`src/rtl/paddle_calib_pkg.sv`:
```
// paddle_calib_pkg: shared types, widths and helpers for the paddle
// calibration sequencer.
//   state_e     : sequencer states (IDLE, ARM, ACCUM, DIVIDE, LOAD)
//   ACC_W       : accumulator width for the default 16x16 box
//   sat_signed  : clamp a signed value into a two's-complement width
package paddle_calib_pkg;

  typedef enum logic [2:0] {
    IDLE   = 3'd0,
    ARM    = 3'd1,
    ACCUM  = 3'd2,
    DIVIDE = 3'd3,
    LOAD   = 3'd4
  } state_e;

  localparam int PIX_W            = 9;
  localparam int COORD_W          = 13;
  localparam int BOX_LOG2_DEFAULT = 4;
  localparam int ACC_W            = PIX_W + 2 * BOX_LOG2_DEFAULT;

  // Clamp value to [-2^(width-1), 2^(width-1)-1]; width must be below 32.
  function automatic logic signed [31:0] sat_signed(input logic signed [31:0] value,
                                                    input int width);
    logic signed [31:0] hi;
    logic signed [31:0] lo;
    hi = (32'sd1 <<< (width - 1)) - 32'sd1;
    lo = -(32'sd1 <<< (width - 1));
    if (value > hi)      sat_signed = hi;
    else if (value < lo) sat_signed = lo;
    else                 sat_signed = value;
  endfunction

endpackage

```
`src/rtl/paddle_calib_if.sv`:
```
// paddle_calib_if: pixel stream from the YUV converter into the calibration
// sequencer.
//   pixel_valid : current pixel is active video
//   row, col    : pixel coordinates (frame start is row 0, col 0)
//   pixel_U/V   : signed 9-bit chroma
// The stream has no back-pressure: the source presents one pixel per clock
// and the sink samples it on every rising edge where pixel_valid is high.
interface paddle_calib_if;
  logic                                       pixel_valid;
  logic        [paddle_calib_pkg::COORD_W-1:0] row;
  logic        [paddle_calib_pkg::COORD_W-1:0] col;
  logic signed [paddle_calib_pkg::PIX_W-1:0]   pixel_U;
  logic signed [paddle_calib_pkg::PIX_W-1:0]   pixel_V;

  modport master (output pixel_valid, row, col, pixel_U, pixel_V);
  modport slave  (input  pixel_valid, row, col, pixel_U, pixel_V);
endinterface

```
`src/rtl/calib_box_accum.sv`:
```
// calib_box_accum: box-hit compare, pixel counter and U/V accumulators for the
// calibration box; optional U/V min/max trackers.
// Optional feature: PADDLE_CALIB_MINMAX_EN builds the extrema trackers and
// their output ports.
//   enable     : pixels may be accepted this cycle
//   clear      : restart the box (new frame); the current pixel is still
//                accepted if it hits the box
//   px         : pixel stream (slave)
//   hit        : current pixel is accepted
//   count_full : all 2^(2*BOX_LOG2) box pixels have been accepted
//   u_sum/v_sum: signed running sums
//   u_min..v_max (feature only): extrema of accepted pixels
module calib_box_accum
  import paddle_calib_pkg::*;
#(
  parameter int BOX_LOG2 = BOX_LOG2_DEFAULT,
  parameter int BOX_COL0 = 312,
  parameter int BOX_ROW0 = 232,
  parameter int SUM_W    = ACC_W
) (
  input  logic                    clk,
  input  logic                    rst_n,
  input  logic                    enable,
  input  logic                    clear,
  paddle_calib_if.slave           px,
  output logic                    hit,
  output logic                    count_full,
  output logic signed [SUM_W-1:0] u_sum,
  output logic signed [SUM_W-1:0] v_sum
`ifdef PADDLE_CALIB_MINMAX_EN
  ,
  output logic signed [PIX_W-1:0] u_min,
  output logic signed [PIX_W-1:0] u_max,
  output logic signed [PIX_W-1:0] v_min,
  output logic signed [PIX_W-1:0] v_max
`endif
);

  localparam int CNT_W = 2 * BOX_LOG2 + 1;
  localparam logic [CNT_W-1:0]   CNT_FULL = CNT_W'(1) << (2 * BOX_LOG2);
  localparam logic [COORD_W-1:0] ROW_LO   = COORD_W'(BOX_ROW0);
  localparam logic [COORD_W-1:0] ROW_HI   = COORD_W'(BOX_ROW0 + (1 << BOX_LOG2));
  localparam logic [COORD_W-1:0] COL_LO   = COORD_W'(BOX_COL0);
  localparam logic [COORD_W-1:0] COL_HI   = COORD_W'(BOX_COL0 + (1 << BOX_LOG2));

  logic [CNT_W-1:0]        count;
  logic                    in_box;
  logic signed [SUM_W-1:0] u_ext;
  logic signed [SUM_W-1:0] v_ext;

  assign in_box = (px.row >= ROW_LO) && (px.row < ROW_HI) &&
                  (px.col >= COL_LO) && (px.col < COL_HI);
  assign hit        = enable && px.pixel_valid && in_box;
  assign count_full = (count == CNT_FULL);
  assign u_ext      = SUM_W'(px.pixel_U);
  assign v_ext      = SUM_W'(px.pixel_V);

  always_ff @(posedge clk or negedge rst_n) begin
    if (!rst_n) begin
      count <= '0;
      u_sum <= '0;
      v_sum <= '0;
    end else if (clear) begin
      count <= hit ? CNT_W'(1) : '0;
      u_sum <= hit ? u_ext : '0;
      v_sum <= hit ? v_ext : '0;
    end else if (hit) begin
      count <= count + CNT_W'(1);
      u_sum <= u_sum + u_ext;
      v_sum <= v_sum + v_ext;
    end
  end

`ifdef PADDLE_CALIB_MINMAX_EN
  // Empty trackers start at the opposite extreme so the first hit wins.
  localparam logic signed [PIX_W-1:0] PIX_MAX = {1'b0, {(PIX_W-1){1'b1}}};
  localparam logic signed [PIX_W-1:0] PIX_MIN = {1'b1, {(PIX_W-1){1'b0}}};

  always_ff @(posedge clk or negedge rst_n) begin
    if (!rst_n) begin
      u_min <= PIX_MAX;
      u_max <= PIX_MIN;
      v_min <= PIX_MAX;
      v_max <= PIX_MIN;
    end else if (clear) begin
      u_min <= hit ? px.pixel_U : PIX_MAX;
      u_max <= hit ? px.pixel_U : PIX_MIN;
      v_min <= hit ? px.pixel_V : PIX_MAX;
      v_max <= hit ? px.pixel_V : PIX_MIN;
    end else if (hit) begin
      if (px.pixel_U < u_min) u_min <= px.pixel_U;
      if (px.pixel_U > u_max) u_max <= px.pixel_U;
      if (px.pixel_V < v_min) v_min <= px.pixel_V;
      if (px.pixel_V > v_max) v_max <= px.pixel_V;
    end
  end
`endif

endmodule

```
`src/rtl/paddle_calib_controller.sv`:
```
// paddle_calib_controller: on a start request, averages U/V over a fixed pixel
// box of one frame and loads the result into colour slot 1 or 2.
// Optional feature: PADDLE_CALIB_MINMAX_EN also derives per-slot thresholds
// from the U/V spread; otherwise thresholds are fixed at DEFAULT_THRESH.
// Ports:
//   clk, rst_n       : pixel clock, async active-low reset
//   start, color_sel : calibration request and target slot (0 -> 1, 1 -> 2)
//   px               : pixel stream (slave modport)
//   u/vTarget1/2     : registered colour targets
//   u/vThresh1/2     : colour thresholds
//   busy, done       : sequencer active / one-cycle load pulse
//   state_dbg        : current sequencer state
//   box_hit          : a pixel was accepted this cycle
// Handshake: start is a one-cycle request honoured only while busy is low;
// busy rises on the following edge and stays high until the edge after the
// one-cycle done pulse that marks the new targets being visible.
module paddle_calib_controller
  import paddle_calib_pkg::*;
#(
  parameter int THRESH_WIDTH   = 8,
  parameter int BOX_LOG2       = BOX_LOG2_DEFAULT,
  parameter int BOX_COL0       = 312,
  parameter int BOX_ROW0       = 232,
  parameter int DEFAULT_THRESH = 20
) (
  input  logic                           clk,
  input  logic                           rst_n,
  input  logic                           start,
  input  logic                           color_sel,
  paddle_calib_if.slave                  px,
  output logic signed [THRESH_WIDTH-1:0] uTarget1,
  output logic signed [THRESH_WIDTH-1:0] vTarget1,
  output logic signed [THRESH_WIDTH-1:0] uTarget2,
  output logic signed [THRESH_WIDTH-1:0] vTarget2,
  output logic signed [THRESH_WIDTH-1:0] uThresh1,
  output logic signed [THRESH_WIDTH-1:0] vThresh1,
  output logic signed [THRESH_WIDTH-1:0] uThresh2,
  output logic signed [THRESH_WIDTH-1:0] vThresh2,
  output logic                           busy,
  output logic                           done,
  output logic [2:0]                     state_dbg,
  output logic                           box_hit
);

  localparam int SUM_W = PIX_W + 2 * BOX_LOG2;
  localparam logic [2:0] S_IDLE   = 3'(IDLE);
  localparam logic [2:0] S_ARM    = 3'(ARM);
  localparam logic [2:0] S_ACCUM  = 3'(ACCUM);
  localparam logic [2:0] S_DIVIDE = 3'(DIVIDE);
  localparam logic [2:0] S_LOAD   = 3'(LOAD);
  localparam logic signed [THRESH_WIDTH-1:0] THR_RST = THRESH_WIDTH'(DEFAULT_THRESH);

  logic [2:0]              state;
  logic [2:0]              state_nxt;
  logic                    sel_q;
  logic                    frame_start;
  logic                    accum_open;
  logic                    acc_clr;
  logic                    acc_en;
  logic                    count_full;
  logic signed [SUM_W-1:0] u_sum;
  logic signed [SUM_W-1:0] v_sum;
  logic signed [31:0]      u_avg;
  logic signed [31:0]      v_avg;

  assign frame_start = px.pixel_valid && (px.row == '0) && (px.col == '0);
  // Once the box is complete, later pixels (and frame starts) must not touch
  // the sums while the FSM moves on to DIVIDE.
  assign accum_open  = (state == S_ACCUM) && !count_full;
  assign acc_clr     = frame_start && ((state == S_ARM) || accum_open);
  assign acc_en      = acc_clr || accum_open;
  assign state_dbg   = state;

`ifdef PADDLE_CALIB_MINMAX_EN
  logic signed [PIX_W-1:0] u_min, u_max, v_min, v_max;
`endif

  calib_box_accum #(
    .BOX_LOG2 (BOX_LOG2),
    .BOX_COL0 (BOX_COL0),
    .BOX_ROW0 (BOX_ROW0),
    .SUM_W    (SUM_W)
  ) u_accum (
    .clk        (clk),
    .rst_n      (rst_n),
    .enable     (acc_en),
    .clear      (acc_clr),
    .px         (px),
    .hit        (box_hit),
    .count_full (count_full),
    .u_sum      (u_sum),
    .v_sum      (v_sum)
`ifdef PADDLE_CALIB_MINMAX_EN
    ,
    .u_min      (u_min),
    .u_max      (u_max),
    .v_min      (v_min),
    .v_max      (v_max)
`endif
  );

  always_comb begin
    state_nxt = state;
    case (state)
      S_IDLE:   if (start)       state_nxt = S_ARM;
      S_ARM:    if (frame_start) state_nxt = S_ACCUM;
      S_ACCUM:  if (count_full)  state_nxt = S_DIVIDE;
      S_DIVIDE:                  state_nxt = S_LOAD;
      S_LOAD:                    state_nxt = S_IDLE;
      default:                   state_nxt = S_IDLE;
    endcase
  end

  always_ff @(posedge clk or negedge rst_n) begin
    if (!rst_n) begin
      state <= S_IDLE;
      sel_q <= 1'b0;
      busy  <= 1'b0;
      done  <= 1'b0;
    end else begin
      state <= state_nxt;
      busy  <= (state_nxt != S_IDLE);
      done  <= (state == S_DIVIDE);
      if (state == S_IDLE && start) sel_q <= color_sel;
    end
  end

  // Division by the box size is an arithmetic shift (floor toward -inf).
  always_comb begin
    u_avg = sat_signed(32'(u_sum) >>> (2 * BOX_LOG2), THRESH_WIDTH);
    v_avg = sat_signed(32'(v_sum) >>> (2 * BOX_LOG2), THRESH_WIDTH);
  end

  // Outputs are written on the DIVIDE->LOAD edge so they become visible in
  // the LOAD cycle together with done.
  always_ff @(posedge clk or negedge rst_n) begin
    if (!rst_n) begin
      uTarget1 <= '0;
      vTarget1 <= '0;
      uTarget2 <= '0;
      vTarget2 <= '0;
    end else if (state == S_DIVIDE) begin
      if (!sel_q) begin
        uTarget1 <= THRESH_WIDTH'(u_avg);
        vTarget1 <= THRESH_WIDTH'(v_avg);
      end else begin
        uTarget2 <= THRESH_WIDTH'(u_avg);
        vTarget2 <= THRESH_WIDTH'(v_avg);
      end
    end
  end

`ifdef PADDLE_CALIB_MINMAX_EN
  logic signed [31:0] u_spread;
  logic signed [31:0] v_spread;

  // max >= min once the box is full, so the spread is non-negative and only
  // the positive saturation limit can bite.
  always_comb begin
    u_spread = sat_signed(((32'(u_max) - 32'(u_min)) >>> 1) + 32'sd4, THRESH_WIDTH);
    v_spread = sat_signed(((32'(v_max) - 32'(v_min)) >>> 1) + 32'sd4, THRESH_WIDTH);
  end

  always_ff @(posedge clk or negedge rst_n) begin
    if (!rst_n) begin
      uThresh1 <= THR_RST;
      vThresh1 <= THR_RST;
      uThresh2 <= THR_RST;
      vThresh2 <= THR_RST;
    end else if (state == S_DIVIDE) begin
      if (!sel_q) begin
        uThresh1 <= THRESH_WIDTH'(u_spread);
        vThresh1 <= THRESH_WIDTH'(v_spread);
      end else begin
        uThresh2 <= THRESH_WIDTH'(u_spread);
        vThresh2 <= THRESH_WIDTH'(v_spread);
      end
    end
  end
`else
  assign uThresh1 = THR_RST;
  assign vThresh1 = THR_RST;
  assign uThresh2 = THR_RST;
  assign vThresh2 = THR_RST;
`endif

endmodule
```
`src/flat_wrapper.sv`:
```
// flat-port wrapper written by rule: the top's interface ports become plain ports
module paddle_calib_controller_flat import paddle_calib_pkg::*;
#(
  parameter int THRESH_WIDTH   = 8,
  parameter int BOX_LOG2       = BOX_LOG2_DEFAULT,
  parameter int BOX_COL0       = 312,
  parameter int BOX_ROW0       = 232,
  parameter int DEFAULT_THRESH = 20
)
  (clk, rst_n, start, color_sel, uTarget1, vTarget1, uTarget2, vTarget2, uThresh1, vThresh1, uThresh2, vThresh2, busy, done, state_dbg, box_hit, px_pixel_valid, px_row, px_col, px_pixel_U, px_pixel_V);
  paddle_calib_if px_i ();
  input  logic clk;
  input  logic rst_n;
  input  logic start;
  input  logic color_sel;
  output logic signed [THRESH_WIDTH-1:0] uTarget1;
  output logic signed [THRESH_WIDTH-1:0] vTarget1;
  output logic signed [THRESH_WIDTH-1:0] uTarget2;
  output logic signed [THRESH_WIDTH-1:0] vTarget2;
  output logic signed [THRESH_WIDTH-1:0] uThresh1;
  output logic signed [THRESH_WIDTH-1:0] vThresh1;
  output logic signed [THRESH_WIDTH-1:0] uThresh2;
  output logic signed [THRESH_WIDTH-1:0] vThresh2;
  output logic busy;
  output logic done;
  output logic [2:0] state_dbg;
  output logic box_hit;
  input wire logic [$bits(px_i.pixel_valid)-1:0] px_pixel_valid;
  input wire logic [$bits(px_i.row)-1:0] px_row;
  input wire logic [$bits(px_i.col)-1:0] px_col;
  input wire logic [$bits(px_i.pixel_U)-1:0] px_pixel_U;
  input wire logic [$bits(px_i.pixel_V)-1:0] px_pixel_V;
  assign px_i.pixel_valid = px_pixel_valid;
  assign px_i.row = px_row;
  assign px_i.col = px_col;
  assign px_i.pixel_U = px_pixel_U;
  assign px_i.pixel_V = px_pixel_V;
  paddle_calib_controller #(.THRESH_WIDTH(THRESH_WIDTH), .BOX_LOG2(BOX_LOG2), .BOX_COL0(BOX_COL0), .BOX_ROW0(BOX_ROW0), .DEFAULT_THRESH(DEFAULT_THRESH)) u_core (.clk(clk), .rst_n(rst_n), .start(start), .color_sel(color_sel), .px(px_i), .uTarget1(uTarget1), .vTarget1(vTarget1), .uTarget2(uTarget2), .vTarget2(vTarget2), .uThresh1(uThresh1), .vThresh1(vThresh1), .uThresh2(uThresh2), .vThresh2(vThresh2), .busy(busy), .done(done), .state_dbg(state_dbg), .box_hit(box_hit));
endmodule
```
`config.mk`:
```
export PLATFORM = sky130hd
export DESIGN_NAME = paddle_calib_controller_flat
export DESIGN_NICKNAME = d
export VERILOG_FILES = /design/src/rtl/paddle_calib_pkg.sv /design/src/rtl/paddle_calib_if.sv /design/src/rtl/calib_box_accum.sv /design/src/rtl/paddle_calib_controller.sv /design/src/flat_wrapper.sv
export SDC_FILE = /design/constraint.sdc
export NUM_CORES = 1
export LEC_CHECK = 0
export BUFFER_PORTS_ARGS = -buffer_cell sky130_fd_sc_hd__buf_2
export CAP_MARGIN = 20
export CORE_MARGIN = 2
export CORE_UTILIZATION = 35
export CTS_CLUSTER_SIZE = 20
export DETAILED_ROUTE_END_ITERATION = 7
export GPL_TIMING_DRIVEN = 0
export SLEW_MARGIN = 5
export SYNTH_ARGS = -nofsm -noshare
export SYNTH_HDL_FRONTEND = slang
export SYNTH_SLANG_ARGS = --single-unit
```
`constraint.sdc`:
```
create_clock -name clk -period 3.1 [get_ports clk]
set_clock_uncertainty 0.15 [all_clocks]
set_input_delay 0 -clock clk [delete_from_list [all_inputs] [get_ports clk]]
set_output_delay 0 -clock clk [all_outputs]
set_load 0.1 [all_outputs]
```
======== After elaboration in Yosys (flattened, before gate mapping) ========
Index checks and enable logic that the tools add are counted.
storage, ports and cells
  input port bits ......................... 49
  bits in registers ....................... 81
  word-level logic and storage cells ...... 64
  output and inout bits ................... 70
operators by class
  reductions and logical operators ........ 20
  multiplexer cells ....................... 17
  bitwise logic cells ..................... 1
  add/sub/neg operators ................... 3
  equality and inequality tests ........... 4
  $lt $le $gt $ge ......................... 8
operator list
  kind                   number
  $mux W17               6
  $add A17 B9 Y17        2
  $mux W8                4
  $logic_not A13 Y1      2
  $gt A9 B8 Y1 const B   2
  $lt A9 B8 Y1 const B   2
  $mux W9                2
  $ge A13 B8 Y1 const B  1
  $ge A13 B9 Y1 const B  1
  $lt A13 B8 Y1 const B  1
  $lt A13 B9 Y1 const B  1
  $pmux W3 S4            1
  $logic_and A1 B1 Y1    10
  $add A9 B1 Y9 const B  1
  $eq A9 B9 Y1 const B   1
  $mux W3                3
  $eq A3 B2 Y1 const B   2
  $reduce_and A2 Y1      2
  $eq A3 B1 Y1 const B   1
  $logic_not A3 Y1       1
  $reduce_bool A3 Y1     1
  $logic_or A1 B1 Y1     2
  $reduce_bool A2 Y1     1
  $logic_not A1 Y1       1
  2 further kinds        2

======== Logic depth before layout (Yosys ltp) ========
  depth after elaboration ................. 10
  depth in mapped cells ................... 10
  mapped depth without buffers ............ 8

======== Modules after synthesis ========
Synthesis repeated with hierarchy kept, for this count alone.
second synthesis, totals
  cells, all modules ...................... 572
  area, all modules ....................... 5298.8 sq um
modules (own cells, without submodules)
  module                   cells an instance  area an instance (sq um)  instances  sequential area each (sq um)
  calib_box_accum          380                3398.3                    1          1076.0
  paddle_calib_controller  192                1900.6                    1          950.9

======== Worst setup path before layout ========
No wires, ideal clock.
  path kind ............................... flip-flop to flip-flop
  from .................................... register u_core.state[2], in the netlist u_core.state_dbg[2]
  to ...................................... register u_core.u_accum.u_sum[2]
  slack ................................... 0.336 ns
  data arrival time ....................... 2.493 ns
  period minus slack after synthesis ...... 2.764 ns
  stages on the path, launching flop included .. 10
  required time ........................... 2.829 ns
  path buffers ............................ 3
  setup time .............................. 0.121 ns
  cell sequence ........................... dfrtp_1 > clkbuf_1 > and4b_1 > nand3b_1 > nor4b_4 > and2_1 > buf_4 > a21oi_4 > buf_6 > a22o_1
on the way
  cells in the longest elaborated chain, start to end .. 9
  elaborated cells between the ends (all ways) .. 11
  those cells by class .................... eq/ne (2); mux (2); reduce/logical (7)
RTL lines
  what                              line                            text
  start, declared                   paddle_calib_controller.sv:53   logic [2:0] state;
  start signal, assigned            paddle_calib_controller.sv:121  state <= state_nxt;
  $eq A3 B2 Y1                      paddle_calib_controller.sv:69   assign accum_open = (state == S_ACCUM) && !count_full;
  $logic_and A1 B1 Y1               paddle_calib_controller.sv:69
  $logic_or A1 B1 Y1                paddle_calib_controller.sv:70   assign acc_clr = frame_start && ((state == S_ARM) || accum_open);
  $logic_and A1 B1 Y1               paddle_calib_controller.sv:70
  $logic_or A1 B1 Y1                paddle_calib_controller.sv:71   assign acc_en = acc_clr || accum_open;
  $logic_and A1 B1 Y1 (2 in a row)  calib_box_accum.sv:53           assign hit = enable && px.pixel_valid && in_box;
  $mux W17                          calib_box_accum.sv:65           u_sum <= hit ? u_ext : '0;
  $mux W17                          calib_box_accum.sv:63           end else if (clear) begin
  end signal, assigned              calib_box_accum.sv:65
  end signal, assigned              calib_box_accum.sv:69           u_sum <= u_sum + u_ext;
  end, declared                     calib_box_accum.sv:28           output logic signed [SUM_W-1:0] u_sum,
Parallel ways exist; a longest one is shown, timed or not.
A chain may end at the register's enable or synchronous reset.

======== Final worst setup path ========
  from .................................... register u_core.u_accum.u_sum[0]
  to ...................................... register u_core.u_accum.u_sum[16]
on the way
  cells in the longest elaborated chain, start to end .. 3
RTL lines
  what             line                   text
  $add A17 B9 Y17  calib_box_accum.sv:69
  $mux W17         calib_box_accum.sv:67  end else if (hit) begin
  $mux W17         calib_box_accum.sv:63
Every way passes these cells. The select of a mux whose other input is x is not followed.

==> flow_metrics.tcl <==
set metrics [dict create \
    synth_top_family_by_area "compound AO/OA/AOI/OAI gates" \
    coreArea_um2 15200 \
    path_clk_slew_ns 0.06 \
    hold_depth 5 \
    regToRegStartpoint "u_core.u_accum.u_sum[0]" \
    placed_cell_area_um2 6250 \
    drc 0 \
    synthXorXnorAreaFrac_pct 3.70 \
    clockBufferDepth 2 \
    drv_cap 0 \
    grt_usage_pct 17.2 \
    clock.fmax_ghz 0.341 \
    grt_max_degree 61 \
    yosys-top-cells-count "dfrtp_1 (81), nand2_1 (80), o21ai_0 (46)" \
    hold_viol 0 \
    avgSynthCellArea_um2 9.04 \
    grt_pass1_wl_um 23000 \
    syn_area_um2 5440 \
    rsz0062_at_grt "no" \
    ys.flop_type "dfrtp_1" \
    dieHeight_um 129 \
    clkLatencyLatePin_ns 0.34 \
    routed_wl_um 13800 \
    cp.required_ns 3.22 \
    fin_crit_sh_pct 94.5 \
    synthMuxAreaShare_pct 1.54 \
    synth_cells 602 \
    via_per_inst 5.19 \
    final_layout_size_suffix_gt1_share_pct 21.2 \
    fin_nets 827 \
    ant_nets 0 \
    synth_edf_count 0 \
    antenna_found_initial 0 \
    hp-start "px_col[6]" \
    synthSimpleGateAreaFrac_pct 17.5 \
    wire_per_inst_um 14.7 \
    setup-violations-final 0 \
    ys_async_sr_fraction_pct 100 \
    hp-class "primary input to register" \
    cts-htree-levels 3 \
    relSlewSlack_pct 57.3 \
    post-route-min-period_ns 2.93 \
    p_leak_nw 3.35 \
    design_area_um2 6660 \
    cts_tree "done" \
    critPathLaunch "u_core.u_accum.u_sum[0]" \
    crit_type "register to register" \
    grt_pass1_vias 4753 \
    drv_slew 0 \
    hold_slack_ns 0.0299 \
    post-route-util_pct 43.8 \
    dr_total_vias 4855 \
    rows 45 \
    outcome "completed" \
    worstSetupEndpointType "register" \
    pin_count 119 \
    critPathLaunchType "register" \
    worstMarginPinSlew_ns 0.641 \
    first_pass_iters 5 \
    synth_most_common_cell "dfrtp_1" \
    root_buffer "clkbuf_16" \
    clock_sinks 81 \
    r2r_cells 8 \
    grt.overflow.total 0 \
    cts_setup_buffers 0 \
    synth_adder_area_share_pct 9.84 \
    die_w_um 129 \
    tns_ns 0 \
    ys_warn_count 0 \
    synth-compound-area-share_pct 22.0 \
    place_congestion 0.893 \
    synth_top_cell_by_area "dfrtp_1" \
    synth_top_area_share_pct 37.2 \
    drtIter0Drc 330 \
    numCtsBuffers 9 \
    start_util_pct 35.8 \
    yosysUniqueCellTypes 65 \
    cp.arrival_ns 3.05 \
    diodes 0 \
    syn_to_final_growth_pct 22.5 \
    power_density_nw_per_um2 372 \
    dieArea_um2 16600 \
    portBuffers 86 \
    synthTopCellsByArea "dfrtp_1 (37%), ha_1 (7.8%), nand2_1 (5.5%), buf_4 (4.8%), o21ai_0 (4.2%)" \
    cp_max_fo 4 \
    dp_hpwl_um 10500 \
    ys_seq_area_share_pct 37.2 \
    ys_ff_latch 81 \
    ir_drop_mv 0.261 \
]
==> final cells by class <==
class	count	area, um^2
Clock buffer	11	233
Multi-Input combinational cell	477	3090
Fill cell	1473	8540
Timing Repair Buffer	99	586
Buffer	56	369
Clock inverter	5	56.3
Inverter	18	67.6
Sequential cell	81	2030
Tap cell	188	235
==> path summary, 6_finish.rpt <==
| check | end | slack (ns) |
|---|---|---|
| max | u_core.u_accum.u_sum[16] | 0.17 |
| min | u_core.u_accum.u_sum[16] | 0.03 |
| max reg2reg | u_core.u_accum.u_sum[16] | 0.17 |
| min reg2reg | u_core.vTarget2[7] | 0.33 |
| max in group asynchronous | u_core.u_accum.v_sum[3] | 1.94 |
| min in group asynchronous | u_core.u_accum.v_sum[15] | 0.07 |
==> layer usage <==
layer,track usage [%],vias to the layer above,wire [um]
met1,23.3,2312,6530
met4,7.54,0,310
met2,27.7,122,6380
li1,-,2401,-
met3,2.45,20,572
met5,0,-,0
==> per-stage QoR <==
stage	std cells	power, mW	worst slack [ns]
final	935	2.48	0.171
after global routing	935	2.58	0.0532
after CTS	934	2.50	0.168
after detailed placement	907	1.44	0.212
after global placement	906	1.43	0.167
after floorplan	632	1.35	0.336
==> cells in the final DEF, fill, tap and decap left out, drive strengths merged, types with 5 or more instances in the layout <==
cell type and count:
nand4 10, or3 7, buf 131, nor2 19
dfrtp 81, xor2 14, o21a 9, ha 34
nor4 6, inv 18, nand3 13, o211ai 7
a22o 18, o21ai 57, and3 8, and2 8
conb 32, dlygate4sd3 11, a21oi 45, maj3 7
xnor2 9, clkbuf 24, a21o 11, a211oi 10
mux2i 5, nor3 14, nand2 80
==> sequential cells by signal (all words and copies together), names as in the netlist <==
| signal | cells |
|---|---|
| u_core.state_dbg | 3 |
| u_core.done | 1 |
| u_core.vTarget1 | 8 |
| u_core.u_accum.count | 9 |
| u_core.u_accum.u_sum | 17 |
| u_core.uTarget2 | 8 |
| u_core.vTarget2 | 8 |
| u_core.uTarget1 | 8 |
| u_core.busy | 1 |
| u_core.u_accum.v_sum | 17 |
| u_core.sel_q | 1 |
==> kinds of logic after synthesis <==
family                     after synthesis
and+or+nand+nor                        187
AOI/OAI and AO/OA                      184
DFF                                     81
buffers and inverters                   74
adders and majority gates               43
xor gates and xnor gates                23
muxes                                    8
other                                    2
==> worst max-delay path, cell delays in order, from the launching register on <==
cell and delay, ns:
dfrtp_1 0.38, ha_1 0.22, fa_1 0.43, a211oi_1 0.26, o21a_1 0.25, a221oi_1 0.19, o41ai_1 0.48, mux2i_1 0.30
mux2i_1 0.20
==> report_power, final <==
part | total [mW] | switching, mW | leakage, nW | internal [mW]
clock | 1.05 | 0.423 | 0.139 | 0.623
sequential | 1.06 | 0.000482 | 1.12 | 1.06
combinational | 0.373 | 0.271 | 2.10 | 0.103
==> repair_timing <==
| action | CTS | global route |
|---|---|---|
| endpoints found under the hold margin | 89 | 0 |
| resized for setup | 0 | 0 |
| hold buffers | 11 | 0 |
No activity file was read; power rests on OpenSTA's default activity.
